<file path="config.mk">
export PLATFORM = sky130hd
export DESIGN_NAME = alu_cmd_issuer
export DESIGN_NICKNAME = d
export VERILOG_FILES = /design/src/rtl/alu_pkg.sv /design/src/rtl/alu_cmd_issuer_chk.sv /design/src/rtl/alu_result_fifo.sv /design/src/rtl/alu_cmd_issuer.sv
export SDC_FILE = /design/constraint.sdc
export NUM_CORES = 1
export LEC_CHECK = 0
export CAP_MARGIN = 20
export CORE_ASPECT_RATIO = 0.6
export CORE_MARGIN = 1
export CORE_UTILIZATION = 36
export DETAILED_ROUTE_END_ITERATION = 8
export PLACE_DENSITY_LB_ADDON = 0.1
export SLEW_MARGIN = 10
export SYNTH_ARGS = -nofsm -noshare
export SYNTH_HDL_FRONTEND = slang
export SYNTH_SLANG_ARGS = --single-unit
</file>
<file path="constraint.sdc">
create_clock -name clk -period 4.15 [get_ports clk]
set_clock_uncertainty 0.15 [all_clocks]
set_input_delay 0.6225 -clock clk [delete_from_list [all_inputs] [get_ports clk]]
set_output_delay 0.6225 -clock clk [all_outputs]
set_load 0.1 [all_outputs]
</file>
<file path="src/rtl/alu_pkg.sv">
// -----------------------------------------------------------------------------
// alu_pkg
// Shared definitions for the pipelined ALU, its command issuer and the benches:
//   - 3-bit opcode encodings OP_ADD .. OP_RSHIFT
//   - tracking-entry struct {op, tag} that follows a command through the ALU
//   - small width helper for counters that must hold the value N itself
// No ports (package).
// -----------------------------------------------------------------------------
package alu_pkg;

    localparam logic [2:0] OP_ADD    = 3'd0;
    localparam logic [2:0] OP_SUB    = 3'd1;
    localparam logic [2:0] OP_XOR    = 3'd2;
    localparam logic [2:0] OP_AND    = 3'd3;
    localparam logic [2:0] OP_OR     = 3'd4;
    localparam logic [2:0] OP_MULT   = 3'd5;
    localparam logic [2:0] OP_LSHIFT = 3'd6;
    localparam logic [2:0] OP_RSHIFT = 3'd7;

    // Tag width of the default build; the issuer itself is parameterised.
    localparam int unsigned TRK_TAG_W = 4;

    typedef struct packed {
        logic [2:0]           op;
        logic [TRK_TAG_W-1:0] tag;
    } track_entry_t;

    // Bits needed for a counter whose range is 0..n inclusive.
    function automatic int unsigned cnt_w(input int unsigned n);
        return $clog2(n + 1);
    endfunction

endpackage

</file>
<file path="src/rtl/alu_cmd_issuer_chk.sv">
// -----------------------------------------------------------------------------
// alu_cmd_issuer_chk
// Assertion-only companion of alu_cmd_issuer. Flags a write into a full
// result FIFO that is not matched by a pop, and checks that credits always
// account for every in-flight and stored result.
// Ports (all inputs):
//   clk, rst_n   clock, asynchronous active-low reset
//   wr_en        FIFO write request
//   rd_en        FIFO pop (already qualified by not-empty)
//   full         FIFO full flag
//   trk_valid    valid bits of the tracking pipeline
//   credits      credit register
//   count        FIFO occupancy
// -----------------------------------------------------------------------------
module alu_cmd_issuer_chk #(
    parameter int unsigned FIFO_DEPTH = 4,
    parameter int unsigned TRK_DEPTH  = 2,
    parameter int unsigned CRED_W     = 3
) (
    input logic                          clk,
    input logic                          rst_n,
    input logic                          wr_en,
    input logic                          rd_en,
    input logic                          full,
    input logic [TRK_DEPTH-1:0]          trk_valid,
    input logic [CRED_W-1:0]             credits,
    input logic [$clog2(FIFO_DEPTH):0]   count
);

    no_fifo_overflow: assert property (
        @(posedge clk) disable iff (!rst_n)
        !(wr_en && full && !rd_en)
    );

    credits_conserved: assert property (
        @(posedge clk) disable iff (!rst_n)
        (32'(credits) + 32'($countones(trk_valid)) + 32'(count)) == 32'(FIFO_DEPTH)
    );

endmodule

</file>
<file path="src/rtl/alu_result_fifo.sv">
// -----------------------------------------------------------------------------
// alu_result_fifo
// Parameterised first-word-fall-through synchronous FIFO. The head entry is
// visible on rd_data whenever empty=0; rd_en pops it. A write and a pop in
// the same cycle are legal at any occupancy (no bypass: a write to an empty
// FIFO becomes visible after the edge). Storage is cleared on reset so the
// head reads as zero while empty after reset.
// Ports:
//   clk, rst_n         clock, asynchronous active-low reset
//   wr_en, wr_data     push one entry
//   rd_en              pop the head (ignored when empty)
//   rd_data            head entry
//   full, empty        occupancy flags
//   count              occupancy 0..DEPTH
// -----------------------------------------------------------------------------
module alu_result_fifo #(
    parameter int unsigned WIDTH = 8,
    parameter int unsigned DEPTH = 4
) (
    input  logic                     clk,
    input  logic                     rst_n,
    input  logic                     wr_en,
    input  logic [WIDTH-1:0]         wr_data,
    input  logic                     rd_en,
    output logic [WIDTH-1:0]         rd_data,
    output logic                     full,
    output logic                     empty,
    output logic [$clog2(DEPTH):0]   count
);

    localparam int unsigned AW = $clog2(DEPTH);

    logic [WIDTH-1:0] mem_r [DEPTH];
    logic [AW-1:0]    wr_ptr_r;
    logic [AW-1:0]    rd_ptr_r;
    logic [AW:0]      count_r;
    logic [AW:0]      count_nxt_s;
    logic             wr_fire_s;
    logic             rd_fire_s;

    assign empty     = (count_r == {(AW+1){1'b0}});
    assign full      = (count_r == (AW+1)'(DEPTH));
    assign rd_fire_s = rd_en && !empty;
    // A write into a full FIFO only lands if the head leaves on the same edge.
    assign wr_fire_s = wr_en && (!full || rd_fire_s);
    assign rd_data   = mem_r[rd_ptr_r];
    assign count     = count_r;

    // Storage array: cleared on reset, written at the write pointer.
    always_ff @(posedge clk or negedge rst_n) begin
        if (!rst_n) begin
            for (int i = 0; i < int'(DEPTH); i++) begin
                mem_r[i] <= '0;
            end
        end else if (wr_fire_s) begin
            mem_r[wr_ptr_r] <= wr_data;
        end
    end

    // Read/write pointers; power-of-two depth lets them wrap naturally.
    always_ff @(posedge clk or negedge rst_n) begin
        if (!rst_n) begin
            wr_ptr_r <= '0;
            rd_ptr_r <= '0;
        end else begin
            if (wr_fire_s) begin
                wr_ptr_r <= wr_ptr_r + AW'(1);
            end
            if (rd_fire_s) begin
                rd_ptr_r <= rd_ptr_r + AW'(1);
            end
        end
    end

    // Next occupancy from the write/pop pair.
    always_comb begin
        count_nxt_s = count_r;
        case ({wr_fire_s, rd_fire_s})
            2'b10:   count_nxt_s = count_r + (AW+1)'(1);
            2'b01:   count_nxt_s = count_r - (AW+1)'(1);
            default: count_nxt_s = count_r;
        endcase
    end

    // Occupancy register.
    always_ff @(posedge clk or negedge rst_n) begin
        if (!rst_n) begin
            count_r <= '0;
        end else begin
            count_r <= count_nxt_s;
        end
    end

endmodule

</file>
<file path="src/rtl/alu_cmd_issuer.sv">
// -----------------------------------------------------------------------------
// alu_cmd_issuer
// Command front end of the pipelined alu block. Accepts {op, a, b} commands
// over valid/ready, registers them onto the ALU inputs, follows each one
// through the ALU latency with a {valid, op, tag} shift register and stores
// the ALU result in a FWFT result FIFO presented downstream with its opcode
// and sequence tag. Credits cover in-flight plus stored results, so a result
// leaving the ALU always has a FIFO slot.
// Ports:
//   clk, rst_n                    clock, asynchronous active-low reset
//   cmd_valid/cmd_ready           command handshake
//   cmd_op, cmd_a, cmd_b          opcode and operands
//   alu_a, alu_b, alu_op          registered operands/opcode to the ALU
//   alu_result                    double-width ALU result
//   rsp_valid/rsp_ready           response handshake
//   rsp_data, rsp_op, rsp_tag     result, its opcode, its sequence tag
// -----------------------------------------------------------------------------
module alu_cmd_issuer
    import alu_pkg::*;
#(
    parameter int unsigned DATA_WIDTH  = 8,
    parameter int unsigned FIFO_DEPTH  = 4,
    parameter int unsigned TAG_W       = 4,
    parameter int unsigned ALU_LATENCY = 1
) (
    input  logic                      clk,
    input  logic                      rst_n,
    input  logic                      cmd_valid,
    output logic                      cmd_ready,
    input  logic [2:0]                cmd_op,
    input  logic [DATA_WIDTH-1:0]     cmd_a,
    input  logic [DATA_WIDTH-1:0]     cmd_b,
    output logic [DATA_WIDTH-1:0]     alu_a,
    output logic [DATA_WIDTH-1:0]     alu_b,
    output logic [2:0]                alu_op,
    input  logic [2*DATA_WIDTH-1:0]   alu_result,
    output logic                      rsp_valid,
    input  logic                      rsp_ready,
    output logic [2*DATA_WIDTH-1:0]   rsp_data,
    output logic [2:0]                rsp_op,
    output logic [TAG_W-1:0]          rsp_tag
);

    localparam int unsigned RES_W     = 2 * DATA_WIDTH;
    localparam int unsigned ENT_W     = RES_W + 3 + TAG_W;
    // One stage for the operand register, then one per ALU edge.
    localparam int unsigned TRK_DEPTH = 1 + ALU_LATENCY;
    localparam int unsigned TRK_LAST  = TRK_DEPTH - 1;
    localparam int unsigned CRED_W    = cnt_w(FIFO_DEPTH);

    logic                     accept_s;
    logic                     pop_s;
    logic [CRED_W-1:0]        credits_r;
    logic [CRED_W-1:0]        credits_nxt_s;
    logic [TAG_W-1:0]         tag_r;
    logic [TRK_DEPTH-1:0]     trk_valid_r;
    logic [2:0]               trk_op_r  [TRK_DEPTH];
    logic [TAG_W-1:0]         trk_tag_r [TRK_DEPTH];
    logic [DATA_WIDTH-1:0]    alu_a_r;
    logic [DATA_WIDTH-1:0]    alu_b_r;
    logic [2:0]               alu_op_r;
    logic [ENT_W-1:0]         fifo_wdata_s;
    logic [ENT_W-1:0]         fifo_rdata_s;
    logic                     fifo_full_s;
    logic                     fifo_empty_s;
    logic                     fifo_wr_s;
    logic [$clog2(FIFO_DEPTH):0] fifo_count_s;

    // cmd_ready looks only at the credit register, so a pop in this cycle
    // cannot re-open the command port until the next one.
    assign cmd_ready = (credits_r != {CRED_W{1'b0}});
    assign accept_s  = cmd_valid && cmd_ready;
    assign rsp_valid = !fifo_empty_s;
    assign pop_s     = rsp_valid && rsp_ready;
    assign alu_a     = alu_a_r;
    assign alu_b     = alu_b_r;
    assign alu_op    = alu_op_r;

    // Operand/opcode registers toward the ALU; hold when nothing is accepted.
    always_ff @(posedge clk or negedge rst_n) begin
        if (!rst_n) begin
            alu_a_r  <= '0;
            alu_b_r  <= '0;
            alu_op_r <= 3'd0;
        end else if (accept_s) begin
            alu_a_r  <= cmd_a;
            alu_b_r  <= cmd_b;
            alu_op_r <= cmd_op;
        end
    end

    // Sequence tag, assigned to each accepted command then advanced.
    always_ff @(posedge clk or negedge rst_n) begin
        if (!rst_n) begin
            tag_r <= '0;
        end else if (accept_s) begin
            tag_r <= tag_r + TAG_W'(1);
        end
    end

    // Next credit count: accept spends one, pop returns one, both cancel.
    always_comb begin
        credits_nxt_s = credits_r;
        case ({accept_s, pop_s})
            2'b10:   credits_nxt_s = credits_r - CRED_W'(1);
            2'b01:   credits_nxt_s = credits_r + CRED_W'(1);
            default: credits_nxt_s = credits_r;
        endcase
    end

    // Credit register.
    always_ff @(posedge clk or negedge rst_n) begin
        if (!rst_n) begin
            credits_r <= CRED_W'(FIFO_DEPTH);
        end else begin
            credits_r <= credits_nxt_s;
        end
    end

    // Tracking pipeline: stage 0 lines up with alu_*, the last stage lines up
    // with the edge on which alu_result belongs to that command.
    always_ff @(posedge clk or negedge rst_n) begin
        if (!rst_n) begin
            trk_valid_r <= '0;
            for (int i = 0; i < int'(TRK_DEPTH); i++) begin
                trk_op_r[i]  <= 3'd0;
                trk_tag_r[i] <= '0;
            end
        end else begin
            trk_valid_r[0] <= accept_s;
            trk_op_r[0]    <= cmd_op;
            trk_tag_r[0]   <= tag_r;
            for (int i = 1; i < int'(TRK_DEPTH); i++) begin
                trk_valid_r[i] <= trk_valid_r[i-1];
                trk_op_r[i]    <= trk_op_r[i-1];
                trk_tag_r[i]   <= trk_tag_r[i-1];
            end
        end
    end

    assign fifo_wr_s    = trk_valid_r[TRK_LAST];
    assign fifo_wdata_s = {alu_result, trk_op_r[TRK_LAST], trk_tag_r[TRK_LAST]};

    alu_result_fifo #(
        .WIDTH (ENT_W),
        .DEPTH (FIFO_DEPTH)
    ) u_result_fifo (
        .clk     (clk),
        .rst_n   (rst_n),
        .wr_en   (fifo_wr_s),
        .wr_data (fifo_wdata_s),
        .rd_en   (rsp_ready),
        .rd_data (fifo_rdata_s),
        .full    (fifo_full_s),
        .empty   (fifo_empty_s),
        .count   (fifo_count_s)
    );

    assign rsp_data = fifo_rdata_s[ENT_W-1 -: RES_W];
    assign rsp_op   = fifo_rdata_s[TAG_W +: 3];
    assign rsp_tag  = fifo_rdata_s[TAG_W-1:0];

    alu_cmd_issuer_chk #(
        .FIFO_DEPTH (FIFO_DEPTH),
        .TRK_DEPTH  (TRK_DEPTH),
        .CRED_W     (CRED_W)
    ) u_chk (
        .clk       (clk),
        .rst_n     (rst_n),
        .wr_en     (fifo_wr_s),
        .rd_en     (pop_s),
        .full      (fifo_full_s),
        .trk_valid (trk_valid_r),
        .credits   (credits_r),
        .count     (fifo_count_s)
    );

endmodule
</file>
* Word level (Yosys, flattened, before mapping)
Index checks and enable logic that the tools add are counted.
** Word-level totals
- Register bits :: 141
- Output and inout bits :: 44
- Word-level logic and storage cells :: 53
- Input port bits :: 39
** Operators by class
- Mux-type cells :: 8
- Bitwise operators :: 2
- Order comparisons :: 3
- Equal/unequal tests :: 5
- Reduce and logical (&&, ||, !) cells :: 11
- $add $sub $neg :: 7
** Operators with widths (count)
- $bwmux 92 :: 1
- $mux 23 :: 3
- $bmux 23 s2 :: 1
- $demux 23 s2 :: 1
- $pmux 3 s2 :: 2
- $add 3x1->3 const B :: 2
- $ge 3x3->1 const B :: 2
- $not 2->3 :: 2
- $sub 3x1->3 const B :: 2
- $add 2x1->2 const B :: 2
- $add 4x1->4 const B :: 1
- $eq 2x1->1 const B :: 2
- $eq 2x2->1 const B :: 2
- $logic_and 1x1->1 :: 4
- $reduce_bool 2->1 :: 2
- $eq 3x3->1 const B :: 1
- $logic_not 3->1 :: 1
- $lt 3x1->1 const B :: 1
- $reduce_bool 3->1 :: 1
- $logic_not 1->1 :: 2
- $logic_or 1x1->1 :: 1

* Logic depth before layout (Yosys ltp)
- Word-level depth :: 7
- Mapped depth :: 8

* Modules after synthesis
From an unflattened synthesis, not the netlist that was laid out.
** Second synthesis, totals
- Cells, all modules :: 345
- Area total of the unflattened synthesis :: 5957.0 sq um
** By module, submodules not included
- alu_result_fifo :: area each 4411.7 sq um, sequential area each 2477.4 sq um, times used 1, cells an instance 262
- alu_cmd_issuer :: area each 1545.2 sq um, sequential area each 1052.3 sq um, times used 1, cells an instance 83

* Least setup slack after synthesis
Ideal clock, no wire load.
- Path type :: register to register
- Start :: register credits_r[2]
- End :: register credits_r[1]
- Setup slack :: 1.493 ns
- Data arrival time :: 2.382 ns
- Path buffers :: 0
- Library setup time :: 0.125 ns
- Period minus slack after synthesis :: 2.657 ns
- Cell stages (with the launch flop) :: 7
- Cells stage by stage :: dfstp_2 or3_1 nand2_1 ha_1 inv_1 fa_1 mux2_2
** On the way
- Word-level cells in the longest chain between the ends :: 4
- Elaborated cells between the ends (all ways) :: 6
- Those cells by class :: 2 x eq/ne; 1 x mux; 3 x reduce/logical
** RTL lines
- start: declaration :: RTL line alu_cmd_issuer.sv:53 : logic [CRED_W-1:0] credits_r;
- start signal: assignment :: RTL line alu_cmd_issuer.sv:114 : credits_r <= CRED_W'(FIFO_DEPTH);
- start signal: assignment :: RTL line alu_cmd_issuer.sv:116 : credits_r <= credits_nxt_s;
- $reduce_bool 3->1 * :: RTL line alu_cmd_issuer.sv:71 : assign cmd_ready = (credits_r != {CRED_W{1'b0}});
- via cmd_ready :: RTL line alu_cmd_issuer.sv:29 : output logic cmd_ready,
- $logic_and 1x1->1 * :: RTL line alu_cmd_issuer.sv:72 : assign accept_s = cmd_valid && cmd_ready;
- $eq 2x1->1 or $eq 2x2->1 (tied branches) :: RTL line alu_cmd_issuer.sv:104 : case ({accept_s, pop_s})
- $pmux 3 s2 * :: RTL line alu_cmd_issuer.sv:104
- via credits_nxt_s[1] :: RTL line alu_cmd_issuer.sv:54 : logic [CRED_W-1:0] credits_nxt_s;
Mark *: on every way through the listed nets, which the timed path passes. The rest lies on a longest branch.
A chain may end at the register's enable or synchronous reset.

* Worst setup path in the final report
- Start :: register u_result_fifo.rd_ptr_r[0]
- End :: output port rsp_op[2]
** On the way
- Word-level cells in the longest chain between the ends :: 4
** RTL lines
- start: declaration :: RTL line alu_result_fifo.sv:35 : logic [AW-1:0] rd_ptr_r;
- start signal: assignment :: RTL line alu_result_fifo.sv:70 : rd_ptr_r <= rd_ptr_r + AW'(1);
- $not 2->3 (implied by the code) :: RTL line alu_result_fifo.sv:46 : assign rd_data = mem_r[rd_ptr_r];
- $bmux 23 s2 :: RTL line alu_result_fifo.sv:46
- $mux 23 (implied by the code) (2 in a row) :: RTL line alu_result_fifo.sv:46
- end: declaration :: RTL line alu_cmd_issuer.sv:40 : output logic [2:0] rsp_op,
No other way between the ends. The select of a mux whose other input is x is not followed.

==> metrics.md <==
| Metric | Value |
|---|---|
| Status | `complete, no violations` |
| Detail Route Antenna Nets | `0` |
| Vias per cell | `about 4.8` |
| Synth unique cells | `34` |
| Worst reg2reg path depth | `8` |
| Cells after DPL | `around 660` |
| Setup TNS | `0 ns` |
| Initial core utilization | `0.370` |
| PortBufs | `82` |
| Setup CP Type | `reg -> out` |
| Worst Hold Class | `in -> async` |
| CP Launch Type | `register` |
| Die ar. | `~17000 um^2` |
| Antenna cells | `0` |
| Vias post-DR | `approximately 3300` |
| Fin area | `roughly 7600 um^2` |
| Fraction of registers with async set or reset after synthesis | `1.00` |
| Final hold vios | `0` |
| Synth cell count leaders | `dfrtp_1, mux2_2, mux4_2, mux2_4` |
| Crit-path max FO | `25` |
| Postcts setup bufs | `0` |
| Reg2Reg Setup Slack | `1.91 ns` |
| Ports | `83` |
| Largest family of logic cells by synthesized area | `multiplexers` |
| Die width | `~170 um` |
| CTS H-tree lvls | `4` |
| Clk sinks | `around 140` |
| CP Capture Type | `output pin` |
| Root Buffer | `clkbuf_16` |
| Finished Layout Cells | `between 600 and 700` |
| Pre-antenna DRT Iters | `6` |
| WP data required | `around 3.4 ns` |
| Placement Cell Area | `~7000 um^2` |
| Vias in the first global route | `roughly 3600` |
| Yosys top cell by area | `dfrtp_1` |
| Syn nets | `411` |
| CTS buffer count | `17` |
| R2r endpoint | `credits_r[2]` |
| Fraction of layout cells with a size suffix above 1 | `0.449` |
| Post-Synthesis Cell Area | `6010 um^2` |
| Peak VDD IR | `about 0.24 mV` |
| Max cap viols | `0` |
| Achievable Freq | `approximately 320 MHz` |
| Mean Syn Cell Area | `approximately 17 um^2` |
| Power per cell area | `roughly 420 nW/um^2` |
| GRT Overall Usage | `0.156` |
| First-pass GRT wire length | `between 20 and 25 mm` |
| Period utilization | `0.742` |
| Reg2Reg Launch Point | `credits_r[1]` |
| Max-slew violations | `0` |
| Flops & latches, synth | `141` |
| Routability cong. | `roughly 0.7` |
| Die H | `102 um` |
| HPWL Detailed | `7.23 mm` |
| Post-synthesis sequential area ratio | `0.587` |
| Yosys warnings | `0` |
| Clk Latency, worst-skew pair | `approximately 0.41 ns` |
| Synth top area cells | `dfrtp_1, mux2_2, mux4_2` |
| Initial antenna violation count | `0` |
| # resized after CTS | `0` |
| Synth Area in Simple Gates | `0.0300` |
| Grt total ovfl | `0` |
| Arrival time worst endpoint | `approximately 2.3 ns` |
| Most common flop cell mapped by yosys | `dfrtp_1` |
| DRC viols | `0` |
| Core ar. | `around 16000 um^2` |
| Multiplexer area fraction after synthesis | `0.309` |
| Post-synthesis cell count | `around 360` |
| Worst-path clk slew | `approximately 0.070 ns` |
| Layout Nets | `around 500` |
| Worst-margin pin slew | `about 1 ns` |
| Yosys top cell area share | `0.583` |
| Synth Area in Compound Gates | `0.0121` |
| Largest net degree at the start of global routing | `96` |
| Max-slew headroom | `0.330` |
| Post-synth EDFFs | `0` |
| CTS Hold Bufs | `0` |
| Area share of fa/ha/maj cells after synthesis | `0.0192` |
| RSZ-0062 raised after global routing | `no` |
| Drt total wl | `11.8 mm` |
| WL/cell | `~17 um` |
| Leak | `between 3 and 4 nW` |
| CTS tree | `built` |
| Final setup vio count | `0` |
| P&R area growth vs syn | `26.1%` |
| Max Root-Sink Buffers | `2` |
| Cell with the most instances after synthesis | `dfrtp_1` |
| Xor-xnor portion of the synthesized cell area | `0.0131` |
| # rows | `36` |
| Min Tclk post-route | `around 3.1 ns` |
| Drt initial violations | `roughly 170` |
[worst max-delay path by stage]
stage                                         start            to  slack [ns]  depth (start not counted)
after CTS                 u_result_fifo.rd_ptr_r[0]    rsp_tag[0]        0.98                          2
final                     u_result_fifo.rd_ptr_r[0]     rsp_op[2]        1.07                          2
after floorplan                        credits_r[2]  credits_r[1]        1.49                          6
after global placement                    rsp_ready  credits_r[2]        1.19                          8
after global routing      u_result_fifo.rd_ptr_r[0]    rsp_tag[3]        0.90                          2
after detailed placement                  rsp_ready  credits_r[2]        1.10                          8
[critical path, cell delays in order, from the launching register on]
cell and delay, ns:
dfrtp_2 0.97, mux4_2 0.64, buf_4 0.25
[per-layer routing]
| layer | vias to the layer above | share of wire | track usage |
|---|---|---|---|
| met1 | 1745 | 0.51 | 0.221 |
| li1 | 1498 | - | - |
| met4 | 0 | 0.011 | 0.0671 |
| met2 | 55 | 0.44 | 0.225 |
| met3 | 10 | 0.040 | 0.0445 |
| met5 | - | 0 | 0 |
[metrics by stage]
stage	total power, mW	utilization	hold slack (ns)	setup WS [ns]
floorplan	1.55	-	0.177	1.49
global placement	1.65	0.429	0.184	1.19
detailed placement	1.65	0.429	0.185	1.10
CTS	3.22	0.466	0.190	0.984
global route	3.31	0.466	0.178	0.899
finish	3.17	0.466	0.105	1.07
[state kept, by name (all words and copies together), names as in the netlist]
| register | cells |
|---|---|
| u_result_fifo.mem_r | 92 |
| alu_a | 8 |
| alu_b | 8 |
| fifo_wdata_s | 7 |
| tag_r | 4 |
| trk_tag_r | 4 |
| alu_op | 3 |
| credits_r | 3 |
| trk_op_r | 3 |
| u_result_fifo.count | 3 |
| trk_valid_r | 2 |
| u_result_fifo.rd_ptr_r | 2 |
| u_result_fifo.wr_ptr_r | 2 |
[cells in the final DEF, fill, tap and decap left out, types with 2 or more instances in the layout]
cell,Yosys,routed
nor2_4,0,2
mux2_4,12,12
buf_4,0,30
nand2b_1,2,2
nand2_1,9,9
mux4_2,23,23
o31a_1,2,2
bufinv_16,0,2
xnor2_1,5,5
inv_8,0,5
o211ai_1,2,2
o21bai_1,2,2
xor2_1,4,4
fa_1,2,2
nand3_1,2,2
dfrtp_1,140,139
mux2_2,102,102
inv_6,0,3
clkdlybuf4s50_1,0,58
nor2_2,4,2
clkbuf_16,0,17
or3_1,3,3
ha_1,6,6
nor2_1,5,5
clkinv_4,0,3
inv_1,6,6
a21oi_1,2,2
clkinv_2,0,2
[kinds of logic after synthesis]
family | Yosys count
fa+ha+maj | 8
compound gates | 10
xor+xnor | 9
mux | 138
flops | 141
simple gates | 31
buf+inv | 27
[final cells by class]
class / instances / area, um^2
Sequential cell: 141 / 3530
Clock buffer: 17 / 425
Multi-Input combinational cell: 196 / 2310
Timing Repair Buffer: 89 / 817
Tap cell: 228 / 285
Inverter: 7 / 26.3
Fill cell: 1425 / 8680
Clock inverter: 15 / 179
[power by group]
part	internal, mW	switching, mW	leakage [nW]	total, mW
clock network	0.912	0.634	0.302	1.55
logic	0.0795	0.114	1.22	0.194
registers	1.41	0.0178	1.80	1.43
Power figures use the tool's default switching activity.
